<file path="config.mk">
export PLATFORM = sky130hd
export DESIGN_NAME = serial_adder
export DESIGN_NICKNAME = d
export VERILOG_FILES = /design/src/rtl/serial_adder.sv
export SDC_FILE = /design/constraint.sdc
export NUM_CORES = 1
export LEC_CHECK = 0
export CAP_MARGIN = 20
export CORE_UTILIZATION = 25
export DETAILED_ROUTE_END_ITERATION = 12
export PLACE_DENSITY = 0.5
export RECOVER_POWER = 25
export SYNTH_ARGS = -nofsm -noshare
export SYNTH_HDL_FRONTEND = slang
export SYNTH_SLANG_ARGS = --single-unit
</file>
<file path="constraint.sdc">
create_clock -name clk -period 3.8 [get_ports clk]
set_clock_uncertainty 0.15 [all_clocks]
set_input_delay 0.76 -clock clk [delete_from_list [all_inputs] [get_ports clk]]
set_output_delay 0.76 -clock clk [all_outputs]
set_load 0.005 [all_outputs]
</file>
<file path="src/rtl/serial_adder.sv">
// Bit-serial two's-complement adder. One full-adder slice consumes one bit of
// each operand per cycle, LSB first. The controller uses a start/busy/done
// handshake. sum, cout and overflow are updated only when an addition
// completes, and they hold that value until the next completion.
module serial_adder #(
  parameter int WIDTH = 16
) (
  input  logic             clk,
  input  logic             rst_n,
  input  logic             start,
  input  logic [WIDTH-1:0] a,
  input  logic [WIDTH-1:0] b,
  input  logic             cin,
  output logic             busy,
  output logic             done,
  output logic [WIDTH-1:0] sum,
  output logic             cout,
  output logic             overflow
);

  // state | meaning
  // IDLE  | waiting for start; outputs hold the last result
  // RUN   | one operand bit processed per edge, LSB first
  // DONE  | one-cycle done pulse; start here is accepted back-to-back

  // The counter is one bit wider than log2(WIDTH), so it cannot wrap
  // before it reaches WIDTH-1.
  localparam int CW = $clog2(WIDTH) + 1;

  typedef enum logic [1:0] {
    S_IDLE = 2'd0,
    S_RUN  = 2'd1,
    S_DONE = 2'd2
  } state_t;

  state_t           state_q, state_d;
  logic [WIDTH-1:0] a_sr_q, a_sr_d;
  logic [WIDTH-1:0] b_sr_q, b_sr_d;
  logic [WIDTH-1:0] res_sr_q, res_sr_d;
  logic [WIDTH-1:0] sum_q, sum_d;
  logic             c_q, c_d;
  logic             cout_q, cout_d;
  logic             ovf_q, ovf_d;
  logic [CW-1:0]    cnt_q, cnt_d;

  logic bit_s;
  logic carry_s;
  logic last_bit;
  logic accept;

  // Full-adder slice and the handshake decode.
  always_comb begin
    bit_s    = a_sr_q[0] ^ b_sr_q[0] ^ c_q;
    carry_s  = (a_sr_q[0] & b_sr_q[0]) | (c_q & (a_sr_q[0] ^ b_sr_q[0]));
    last_bit = (cnt_q == CW'(WIDTH - 1));
    // start is ignored while RUN and is accepted from both IDLE and DONE.
    accept   = start && (state_q != S_RUN);
  end

  // Next-state logic.
  always_comb begin
    state_d = state_q;
    unique case (state_q)
      S_IDLE:  if (start) state_d = S_RUN;
      S_RUN:   if (last_bit) state_d = S_DONE;
      S_DONE:  state_d = start ? S_RUN : S_IDLE;
      default: state_d = S_IDLE;
    endcase
  end

  // Operand capture, shifting, and result commit on the final bit.
  always_comb begin
    a_sr_d   = a_sr_q;
    b_sr_d   = b_sr_q;
    res_sr_d = res_sr_q;
    c_d      = c_q;
    cnt_d    = cnt_q;
    sum_d    = sum_q;
    cout_d   = cout_q;
    ovf_d    = ovf_q;
    if (accept) begin
      a_sr_d   = a;
      b_sr_d   = b;
      res_sr_d = '0;
      c_d      = cin;
      cnt_d    = '0;
    end else if (state_q == S_RUN) begin
      a_sr_d   = {1'b0, a_sr_q[WIDTH-1:1]};
      b_sr_d   = {1'b0, b_sr_q[WIDTH-1:1]};
      res_sr_d = {bit_s, res_sr_q[WIDTH-1:1]};
      c_d      = carry_s;
      cnt_d    = cnt_q + CW'(1);
      if (last_bit) begin
        sum_d  = {bit_s, res_sr_q[WIDTH-1:1]};
        cout_d = carry_s;
        // On the MSB, c_q is the carry into the MSB.
        ovf_d  = c_q ^ carry_s;
      end
    end
  end

  // State register.
  always_ff @(posedge clk or negedge rst_n) begin
    if (!rst_n) state_q <= S_IDLE;
    else        state_q <= state_d;
  end

  // Datapath registers.
  always_ff @(posedge clk or negedge rst_n) begin
    if (!rst_n) begin
      a_sr_q   <= '0;
      b_sr_q   <= '0;
      res_sr_q <= '0;
      c_q      <= 1'b0;
      cnt_q    <= '0;
      sum_q    <= '0;
      cout_q   <= 1'b0;
      ovf_q    <= 1'b0;
    end else begin
      a_sr_q   <= a_sr_d;
      b_sr_q   <= b_sr_d;
      res_sr_q <= res_sr_d;
      c_q      <= c_d;
      cnt_q    <= cnt_d;
      sum_q    <= sum_d;
      cout_q   <= cout_d;
      ovf_q    <= ovf_d;
    end
  end

  // Handshake and result outputs.
  always_comb begin
    busy     = (state_q == S_RUN);
    done     = (state_q == S_DONE);
    sum      = sum_q;
    cout     = cout_q;
    overflow = ovf_q;
  end

endmodule

</file>
* Word level (Yosys, flattened, before mapping)
Cells that the tools add are included.
** Storage, ports and cells
- Output and inout bits :: 20
- Bits in registers :: 74
** Operators by class
- Eq/ne operators :: 6
- Bitwise operators :: 7
- Mux-type cells :: 14
- Reduce and logical (&&, ||, !) cells :: 5
- Add/sub/neg operators :: 1
** Operators by type and width (count)
- 2-to-1 mux 16 bit :: 6
- 2-to-1 mux 5 bit :: 2
- one-hot mux 2 bit (3 select lines) :: 1
- adder 5 x 1 -> 5 bit, second input constant :: 1
- equality test 5 x 4 -> 1 bit, second input constant :: 1
- 2-to-1 mux 2 bit :: 2
- != test 2 x 1 -> 1 bit, second input constant :: 2
- 2-to-1 mux 1 bit :: 3
- AND reduction 3 bit :: 1
- XOR 1 bit :: 3
- AND 1 bit :: 2
- equality test 2 x 1 -> 1 bit, second input constant :: 1
- equality test 2 bit, second input constant :: 1
- zero test 2 bit :: 1
- != test 2 bit, second input constant :: 1
- AND reduction 2 bit :: 1
- nonzero test 2 bit :: 1
- logical AND 1 bit :: 1
- NOT 1 bit :: 1
- OR 1 bit :: 1

* Longest topological paths before layout
Gate-level depths: netlist (run 1).
- Depth after elaboration :: 5
- Gate-level depth with buffers :: 7
- Depth with buffers taken out :: 6

* Worst setup path before layout (run 1)
No wires, ideal clock.
- Kind :: reg2reg
- Start :: register cnt_q[0]
- End :: register cout_q (netlist: cout)
- Arrival time :: 1.582 ns
- Buffers on the path :: 1
- Setup slack :: 1.943 ns
- Required time :: 3.525 ns
- Setup time :: 0.125 ns
- Cell stages (with the launch flop) :: 7
- Cells stage by stage :: dfrtp_1 -> ha_1 -> and3_1 -> ha_1 -> nand3b_1 -> buf_2 -> mux2_2
** Between the ends
- Longest elaborated chain between the ends :: 2
** Ends and longest elaborated chain
- from (decl) :: line 44 : logic [CW-1:0] cnt_q, cnt_d;
- from (signal assigned) :: line 124 : cnt_q <= cnt_d;
- equality test 5 x 4 -> 1 bit :: line 55 : last_bit = (cnt_q == CW'(WIDTH - 1));
- AND reduction 3 bit (no line)
- to (signal assigned) :: line 126 : cout_q <= cout_d;
- to (decl) :: line 42 : logic cout_q, cout_d;
No other way between the ends.
A chain may end at the register's enable or synchronous reset.

* Worst setup path after layout (run 1)
- Start :: register state_q[1]
- End :: output port busy
** Between the ends
- Longest elaborated chain between the ends :: 1
** Ends and longest elaborated chain
- from (decl) :: line 36 : state_t state_q, state_d;
- from (signal assigned) :: line 105 : else state_q <= state_d;
- equality test 2 x 1 -> 1 bit :: line 133 : busy = (state_q == S_RUN);
- to (decl) :: line 14 : output logic busy,
No other way between the ends.

==> flow_summary.yaml, run 1 <==
setup_path:
  critPathBufInv: 2
  crit_required_ns: 2.89
  path_cells: "nand2b_1 -> inv_6 -> clkdlybuf4s50_1"
  slowest_delay_ns: 0.52
  path_delay_family: "buffers and inverters"
  slowest_stage: "clkdlybuf4s50_1"
  cp-end-kind: "output port"
  path_max_fanout: 9
  start_kind: "flip-flop"
  crit_type: "flip-flop to output port"
  cp.arrival_ns: 1.68
floorplan:
  fp-row-count: 40
  core-area_mm2: 0.01216
  initial_core_util: 0.2586
  fp.dieH_um: 114.2
  io_pins: 56
  die_area_mm2: 0.01303
  die_w_um: 114.2
place:
  placed_cells: 486
  dp_hpwl_mm: 3.903
  place.gp.congestion: 0.6241
  placed_area_mm2: 0.003784
  io_buffers: 55
timing:
  hold_viol_final: 0
  finalSetupViolCount: 0
  fin_setup_tns_ns: 0
  fin_crit_sh: 0.6803
  clock.fmax_mhz: 386.8
  worst_pin_slew_ns: 1.845
  slew_viol_final: 74
  fin_crit_ns: 2.585
  rsz0062_at_grt: "no"
  relSlewSlack: -0.2299
clock_network:
  clock_path_buffers: 2
  cts_hold_buffers: 0
  cts_tree: "built"
  cts_resized: 0
  clock-sinks: 73
  cts_buffers: 9
  clkLatencyLatePin_ns: 0.33
  h-tree-depth: 3
  cts_root_buffer: "clkbuf_16"
  clk_pin_slew_worst_paths_ns: 0.05
  cts_setup_buffers: 0
route:
  antenna_left: 0
  drt-vias-per-instance: 4.134
  route.detailed.wl_per_inst_um: 11.81
  wirelength_mm: 5.916
  drt_first_iter_violations: 93
  routed-via-count: 2071
  drt-pass1-iter-count: 4
  drc: 0
global_routing:
  antenna_found_initial: 0
  busiest_layer: "met2"
  grt_max_degree: 98
  overflow: 0
  use_met2: 0.1596
  grt_pass1_vias: 2036
  grt.total_usage: 0.1005
  met1_usage: 0.1228
  grt_pass1_wl_mm: 10.01
  met3_usage: 0.03759
power_and_ir_drop:
  power.density_mw_per_mm2: 730.6
  leakage_nw: 1.787
  ir_drop_uv: 327.7
  power_mw: 2.990
finish:
  layout-drive-gt1-share: 0.1081
  layout.nets: 368
  final_cells: 501
  n_antenna_cell: 0
  final_common_cell: "dfrtp_1"
  fin_util: 0.3365
  postLayoutCellArea_mm2: 0.004093
  layout_common_cells: "dfrtp_1, nand2_1, clkdlybuf4s50_1"
  area_delta_synth_final_pct: 30.11
status:
  status: "finished with violations"
  violations: "max-capacitance violations, max-slew violations"
synthesis:
  synth_cell_types: 24
  synth_seq_area_share: 0.5807
  synth_area_mm2: 0.003146
  ys_warn_count: 0
  syn_inst: 280
  ys_ff_latch: 73
  synth.avg_cell_area_um2: 11.23
  synth_nets: 319
min_path:
  hold_class: "flip-flop to flip-flop"
flow_run:
  drv_cap: 1
## tightest hold or removal path: stages (launching register included)
cell	delay, ns
dfrtp_1	0.34
nand2_1	0.05
o21ai_0	0.06
## through the flow
step	setup WS, ns	hold WS [ns]
after floorplan	1.943	0.2979
after global placement	1.407	0.3085
after detailed placement	1.355	0.3142
after CTS	1.187	0.3322
after global routing	1.144	0.3492
final	1.215	0.3261
## worst paths after layout
kind | from | endpoint | cells past startpoint | slack, ns
worst max-delay path | state_q[1]$_DFFE_PN0P_ | busy | 3 | 1.21
worst min-delay path | b_sr_q[2]$_DFFE_PN0P_ | b_sr_q[1]$_DFFE_PN0P_ | 2 | 0.33
worst max register to register | cnt_q[0]$_DFFE_PN0P_ | sum[8]$_DFFE_PN0P_ | 5 | 1.42
worst min register to register | b_sr_q[2]$_DFFE_PN0P_ | b_sr_q[1]$_DFFE_PN0P_ | 2 | 0.33
max in group asynchronous | rst_n | state_q[1]$_DFFE_PN0P_ | 1 | 1.62
min in group asynchronous | rst_n | sum[6]$_DFFE_PN0P_ | 1 | 0.79
## Yosys cell counts
| master | count | area (um2) |
|---|---|---|
| dfrtp_1 | 73 | 1827 |
| nand2_1 | 65 | 244.0 |
| mux2i_1 | 34 | 340.3 |
| o21ai_0 | 34 | 170.2 |
| mux2_2 | 17 | 191.4 |
| o21ai_1 | 17 | 85.08 |
| buf_2 | 7 | 35.03 |
| buf_4 | 4 | 30.03 |
| buf_6 | 4 | 45.04 |
| clkbuf_2 | 4 | 20.02 |
| nand3_1 | 4 | 20.02 |
| inv_1 | 3 | 11.26 |
| ha_1 | 2 | 25.02 |
| nor2_1 | 2 | 7.510 |
| and3_1 | 1 | 6.260 |
| fa_1 | 1 | 20.02 |
| inv_6 | 1 | 8.760 |
| mux2_4 | 1 | 15.01 |
| nand2b_1 | 1 | 6.260 |
| nand3b_1 | 1 | 7.510 |
| nor2b_1 | 1 | 6.260 |
| o22ai_1 | 1 | 6.260 |
| xnor2_1 | 1 | 8.760 |
| xor2_1 | 1 | 8.760 |
## metal layers
| metal | vias to the layer above | share of wire |
|---|---|---|
| met3 | 11 | 0.044 |
| met5 | - | 0 |
| met1 | 981 | 0.45 |
| met4 | 0 | 0.017 |
| met2 | 36 | 0.49 |
| li1 | 1043 | - |
## state kept, by name (all words and copies together), names as in the netlist
signal,cells
state_q,2
a_sr_q,16
cnt_q,5
sum,16
res_sr_q,15
b_sr_q,16
overflow,1
cout,1
c_q,1
## area by class of cell
type                       count  area [um2]
fill                        1230        8069
sequential                    73        1827
multi-input combinational    184        1169
timing repair buffer          57       555.5
clock buffer                  12       246.5
tap                          168       210.2
clock inverter                 3       65.06
inverter                       4       20.02
## report_power, final
group	switching, mW	leakage [nW]	total, mW	internal [mW]
Combinational	0.376	0.731	0.810	0.434
Clock	0.299	0.153	0.887	0.588
Sequential	0.191	0.903	1.29	1.10
Total	0.866	1.79	2.99	2.12
## cells by family after synthesis
family,synth area share
AO/OA/AOI/OAI,0.08313
multiplexers,0.1738
adder cells (fa/ha/maj),0.01432
AND/OR/NAND/NOR,0.09467
XOR/XNOR,0.005570
flip-flops,0.5807
buffers and inverters,0.04773
(Power assumes the default switching activity.)
==> inputs of run 2 (changes only) <==
PLACE_DENSITY = 0.51   (was 0.5)
clock period = 2.17 ns   (was 3.8 ns; I/O delays follow)
==> run 2 against run 1 <==
Against the previous run: the flow now finishes without violations; largest cell class unchanged; sequential share of layout area decreased by 0.54 points; largest power group unchanged; die area unchanged; clock-buffer cell count fell by 3; first-iteration DRC count is 24% lower; sequential power increased by 76%.
==> flow_summary.yaml, run 2 (synthesis results as in run 1) <==
min_path:
  min_delay_path_depth: 2
  hold_class: "flip-flop to flip-flop"
setup_path:
  start_kind: "flip-flop"
  path_cells: "nand2b_2 -> inv_6 -> clkdlybuf4s50_1"
  crit_type: "flip-flop to output port"
  critPathBufInv: 2
  crit_required_ns: 1.59
  path_delay_family: "buffers and inverters"
  cp_num_cells: 3
  cp-end-kind: "output port"
  slowest_stage: "clkdlybuf4s50_1"
  rr_worst_depth: 6
  cp.arrival_ns: 1.50
  slowest_delay_ns: 0.49
  path_max_fanout: 3
power_and_ir_drop:
  ir_drop_uv: 436.7
  leakage_nw: 1.810
  power_mw: 5.163
  power.density_mw_per_mm2: 1246
floorplan:
  fp-row-count: 40
  io_pins: 56
  fp.dieH_um: 114.2
  die_area_mm2: 0.01303
  die_w_um: 114.2
  initial_core_util: 0.2586
  core-area_mm2: 0.01216
finish:
  layout-drive-gt1-share: 0.1294
  layout_common_cells: "dfrtp_1, nand2_1, clkdlybuf4s50_1"
  layout.nets: 374
  final_common_cell: "dfrtp_1"
  area_delta_synth_final_pct: 31.70
  n_antenna_cell: 0
  final_cells: 508
global_routing:
  overflow: 0
  grt_pass1_vias: 2140
  grt_max_degree: 98
  antenna_found_initial: 0
  grt.total_usage: 0.1094
  grt_pass1_wl_mm: 10.88
status:
  status: "finished clean"
timing:
  slew_viol_final: 0
  fin_crit_ns: 2.081
  worst_pin_slew_ns: 0.7643
  timing.hold.ws_ns: 0.3292
  hold_viol_final: 0
  fin_setup_tns_ns: 0
  clock.fmax_mhz: 480.5
  relSlewSlack: 0.4905
  fin_crit_sh: 0.9591
  finalSetupViolCount: 0
  rsz0062_at_grt: "no"
place:
  place.gp.congestion: 0.6999
  placed_cells: 491
  dp_hpwl_mm: 4.179
  io_buffers: 55
clock_network:
  clock-sinks: 73
  clk_pin_slew_worst_paths_ns: 0.06
  h-tree-depth: 3
  clock_path_buffers: 2
  clkLatencyLatePin_ns: 0.33
  cts_root_buffer: "clkbuf_16"
  cts_tree: "built"
  cts_buffers: 9
route:
  drc: 0
  route.detailed.wl_per_inst_um: 12.46
  drt-vias-per-instance: 4.157
  routed-via-count: 2112
  drt_first_iter_violations: 71
  antenna_left: 0
  wirelength_mm: 6.329
  drt-pass1-iter-count: 4
flow_run:
  drv_cap: 0
[run 2: path summary, 6_finish.rpt]
kind                       slack, ns                    from               endpoint
hold / removal                  0.33   a_sr_q[3]$_DFFE_PN0P_  a_sr_q[2]$_DFFE_PN0P_
setup reg to reg                0.23    cnt_q[0]$_DFFE_PN0P_    sum[14]$_DFFE_PN0P_
hold reg to reg                 0.33   a_sr_q[3]$_DFFE_PN0P_  a_sr_q[2]$_DFFE_PN0P_
max in group asynchronous       0.31                   rst_n  a_sr_q[7]$_DFFE_PN0P_
setup / recovery                0.09  state_q[1]$_DFFE_PN0P_                   busy
min in group asynchronous       0.56                   rst_n     sum[7]$_DFFE_PN0P_
[run 2: final cells by class]
class | count | area, um2
Clock buffer | 9 | 225.2
Tap cell | 168 | 210.2
Multi-Input combinational cell | 184 | 1171
Timing Repair Buffer | 63 | 626.9
Sequential cell | 73 | 1827
Fill cell | 1235 | 8019
Inverter | 4 | 20.02
Clock inverter | 7 | 62.56
[run 2: worst reg2reg max path, delay by kind of cell (launching register included)]
family,cells,cell delay [ns]
adders and majority gates,2,0.43
muxes,1,0.34
and+or+nand+nor,2,0.32
buffers and inverters,1,0.18
DFF,1,0.40
[run 2: through the flow]
step	worst slack (ns)	cell area (um2)	utilization
floorplan	0.3134	3146	-
global placement	0.2626	3859	0.3173
detailed placement	0.2150	3859	0.3173
CTS	0.02524	4156	0.3418
global route	0.01762	4143	0.3406
finish	0.08879	4143	0.3406
[run 2: power by group]
group	total [mW]	internal (mW)	switching [mW]
sequential	2.27	1.93	0.340
clock	1.41	0.795	0.610
combinational	1.49	0.801	0.689
total	5.16	3.52	1.64
[run 2: timing repair]
| action | CTS | global route |
|---|---|---|
| buffers inserted | 0 | 0 |
| hold buffers | 1 | 0 |
| gates resized for setup | 0 | 1 |
| endpoints found under the setup margin | 0 | 1 |
| endpoints found under the hold margin | 29 | 0 |
[run 2: metal layers]
metal	vias to the layer above	track usage	routed length [um]
met5	-	0	0
met3	8	0.03335	268
li1	1056	-	-
met2	36	0.1822	3213
met4	0	0.04156	78
met1	1012	0.1329	2769
==> inputs of run 3 (changes only) <==
CELL_PAD_IN_SITES_DETAIL_PLACEMENT = 2   (was unset)
CELL_PAD_IN_SITES_GLOBAL_PLACEMENT = 2   (was unset)
PLACE_DENSITY = 0.7   (was 0.51)
==> run 3 against run 2 <==
Against the previous run: critical path depth is the same; hold slack lost 0.0038 ns; non-clock buffer count grew 1; clock-buffer cell count is the same; utilization grew 0.21 points; die area is the same; largest cell class unchanged; wire length grew 14%; setup slack lost 0.044 ns; clock power grew 7%; sequential power is essentially flat; critical path type unchanged; power grew 3.1%; global-route usage grew 1.6 points.
==> flow_summary.yaml, run 3 (synthesis results as in run 1) <==
timing:
  timing.hold.ws_ns: 0.3254
  hold_viol_final: 0
  slew_viol_final: 0
  worst_pin_slew_ns: 0.7729
  finalSetupViolCount: 0
  clock.fmax_mhz: 470.6
  fin_crit_sh: 0.9792
  rsz0062_at_grt: "yes"
  fin_crit_ns: 2.125
  fin_ws_ns: 0.04507
  relSlewSlack: 0.4847
floorplan:
  die_area_mm2: 0.01303
  core-area_mm2: 0.01216
  die_w_um: 114.2
  io_pins: 56
  initial_core_util: 0.2586
  fp.dieH_um: 114.2
  fp-row-count: 40
clock_network:
  h-tree-depth: 3
  cts_tree: "built"
  cts_buffers: 9
  clock-sinks: 73
  cts_setup_buffers: 0
  cts_root_buffer: "clkbuf_16"
  clkLatencyLatePin_ns: 0.33
  clk_pin_slew_worst_paths_ns: 0.06
  clock_path_buffers: 2
power_and_ir_drop:
  switching_power_mw: 1.691
  pwr-share-comb: 0.287
  switching_share: 0.3179
  internal_power_mw: 3.630
  leakage_nw: 1.815
  clkPwrFrac: 0.283
  power_mw: 5.321
  ir_drop_uv: 421.9
  sequentialPowerShare: 0.430
  power.density_mw_per_mm2: 1277
finish:
  postLayoutCellArea_mm2: 0.004168
  final_common_cell: "dfrtp_1"
  layout_common_cells: "dfrtp_1, nand2_1, clkdlybuf4s50_1"
  area_delta_synth_final_pct: 32.50
  fin_util: 0.3427
  layout.nets: 375
  layout-drive-gt1-share: 0.1349
  n_antenna_cell: 0
global_routing:
  grt_pass1_wl_mm: 12.45
  grt.total_usage: 0.1256
  grt_max_degree: 98
  overflow: 0
  grt_pass1_vias: 2506
  antenna_found_initial: 0
route:
  route.detailed.wl_per_inst_um: 14.15
  drc: 0
  antenna_left: 0
  drt-pass1-iter-count: 3
  routed-via-count: 2237
  drt_first_iter_violations: 42
  drt-vias-per-instance: 4.395
  wirelength_mm: 7.201
status:
  status: "finished clean"
setup_path:
  rr_endpoint: "sum[10]$_DFFE_PN0P_"
  path_max_fanout: 3
  crit_required_ns: 1.59
  start_kind: "flip-flop"
  cp-end-kind: "output port"
  crit_type: "flip-flop to output port"
  r2r-start: "cnt_q[0]$_DFFE_PN0P_"
  r2r_slack_ns: 0.13
  cp.arrival_ns: 1.54
  rr_worst_depth: 6
min_path:
  hold_class: "flip-flop to flip-flop"
  min_delay_path_depth: 2
  min_to: "overflow$_DFFE_PN0P_"
  min-delay-start: "overflow$_DFFE_PN0P_"
place:
  io_buffers: 55
  pre_cts_slack_ns: 0.09503
  placed_area_mm2: 0.003854
  place.gp.congestion: 0.6914
  dp_hpwl_mm: 4.945
flow_run:
  drv_cap: 0
## run 3: cell types whose count changed in the layout (fill, tap and decap cells not counted), sizes merged
cell      delta
buf          +3
clkbuf       -2
clkinvlp     +2
inv          -2
bufinv       +1
clkinv       -1
## run 3: timing repair
item	in CTS	in global routing
hold buffers	1	0
hold endpoints to repair	29	0
cloned	0	0
endpoints found under the setup margin	1	1
gates resized for setup	1	0
## run 3: how the worst max path moves through the flow
stage                                       from  slack [ns]                 end
after detailed placement    cnt_q[0]$_DFFE_PN0P_         0.1  sum[4]$_DFFE_PN0P_
final                     state_q[1]$_DFFE_PN0P_        0.05                busy
after floorplan             cnt_q[0]$_DFFE_PN0P_        0.31    cout$_DFFE_PN0P_
after global routing      state_q[1]$_DFFE_PN0P_      -0.006                busy
after global placement      cnt_q[0]$_DFFE_PN0P_        0.21  sum[8]$_DFFE_PN0P_
after CTS                 state_q[1]$_DFFE_PN0P_        0.01                busy
## run 3: routing by layer
layer	vias to the layer above	global-route usage	part of all wire	wire length (um)
li1	1057	-	-	-
met1	1134	0.1495	0.45	3205
met2	36	0.2141	0.50	3626
met3	10	0.02912	0.031	221
met4	0	0.05974	0.020	147
met5	-	0	0	0
## run 3: power groups by stage
stage	registers (mW)	clock network (mW)	logic (mW)
3_3_place_gp	2.29	0	1.49
4_1_cts	2.30	1.55	1.59
2_1_floorplan	2.22	0	0.972
3_5_place_dp	2.32	0	1.58
5_1_grt	2.37	1.60	1.76
6_report	2.29	1.51	1.53
## run 3: worst max-delay path, stage by stage (launching register included)
cell and delay, ns:
dfrtp_1 0.39, nand2b_2 0.24, inv_6 0.09, clkdlybuf4s50_1 0.49
## run 3: area by class of cell
cell class,instances,area (um2)
clock buffer,9,225.2
clock inverter,7,78.83
fill,1291,7994
inverter,4,20.02
multi-input combinational,184,1171
sequential,73,1827
tap,168,210.2
timing repair buffer,64,635.6
## run 3: through the flow
step | std cells | setup TNS [ns]
6_report | 509 | 0
5_1_grt | 509 | -0.005758
4_1_cts | 509 | 0
3_5_place_dp | 492 | 0
3_3_place_gp | 492 | 0
2_1_floorplan | 280 | 0
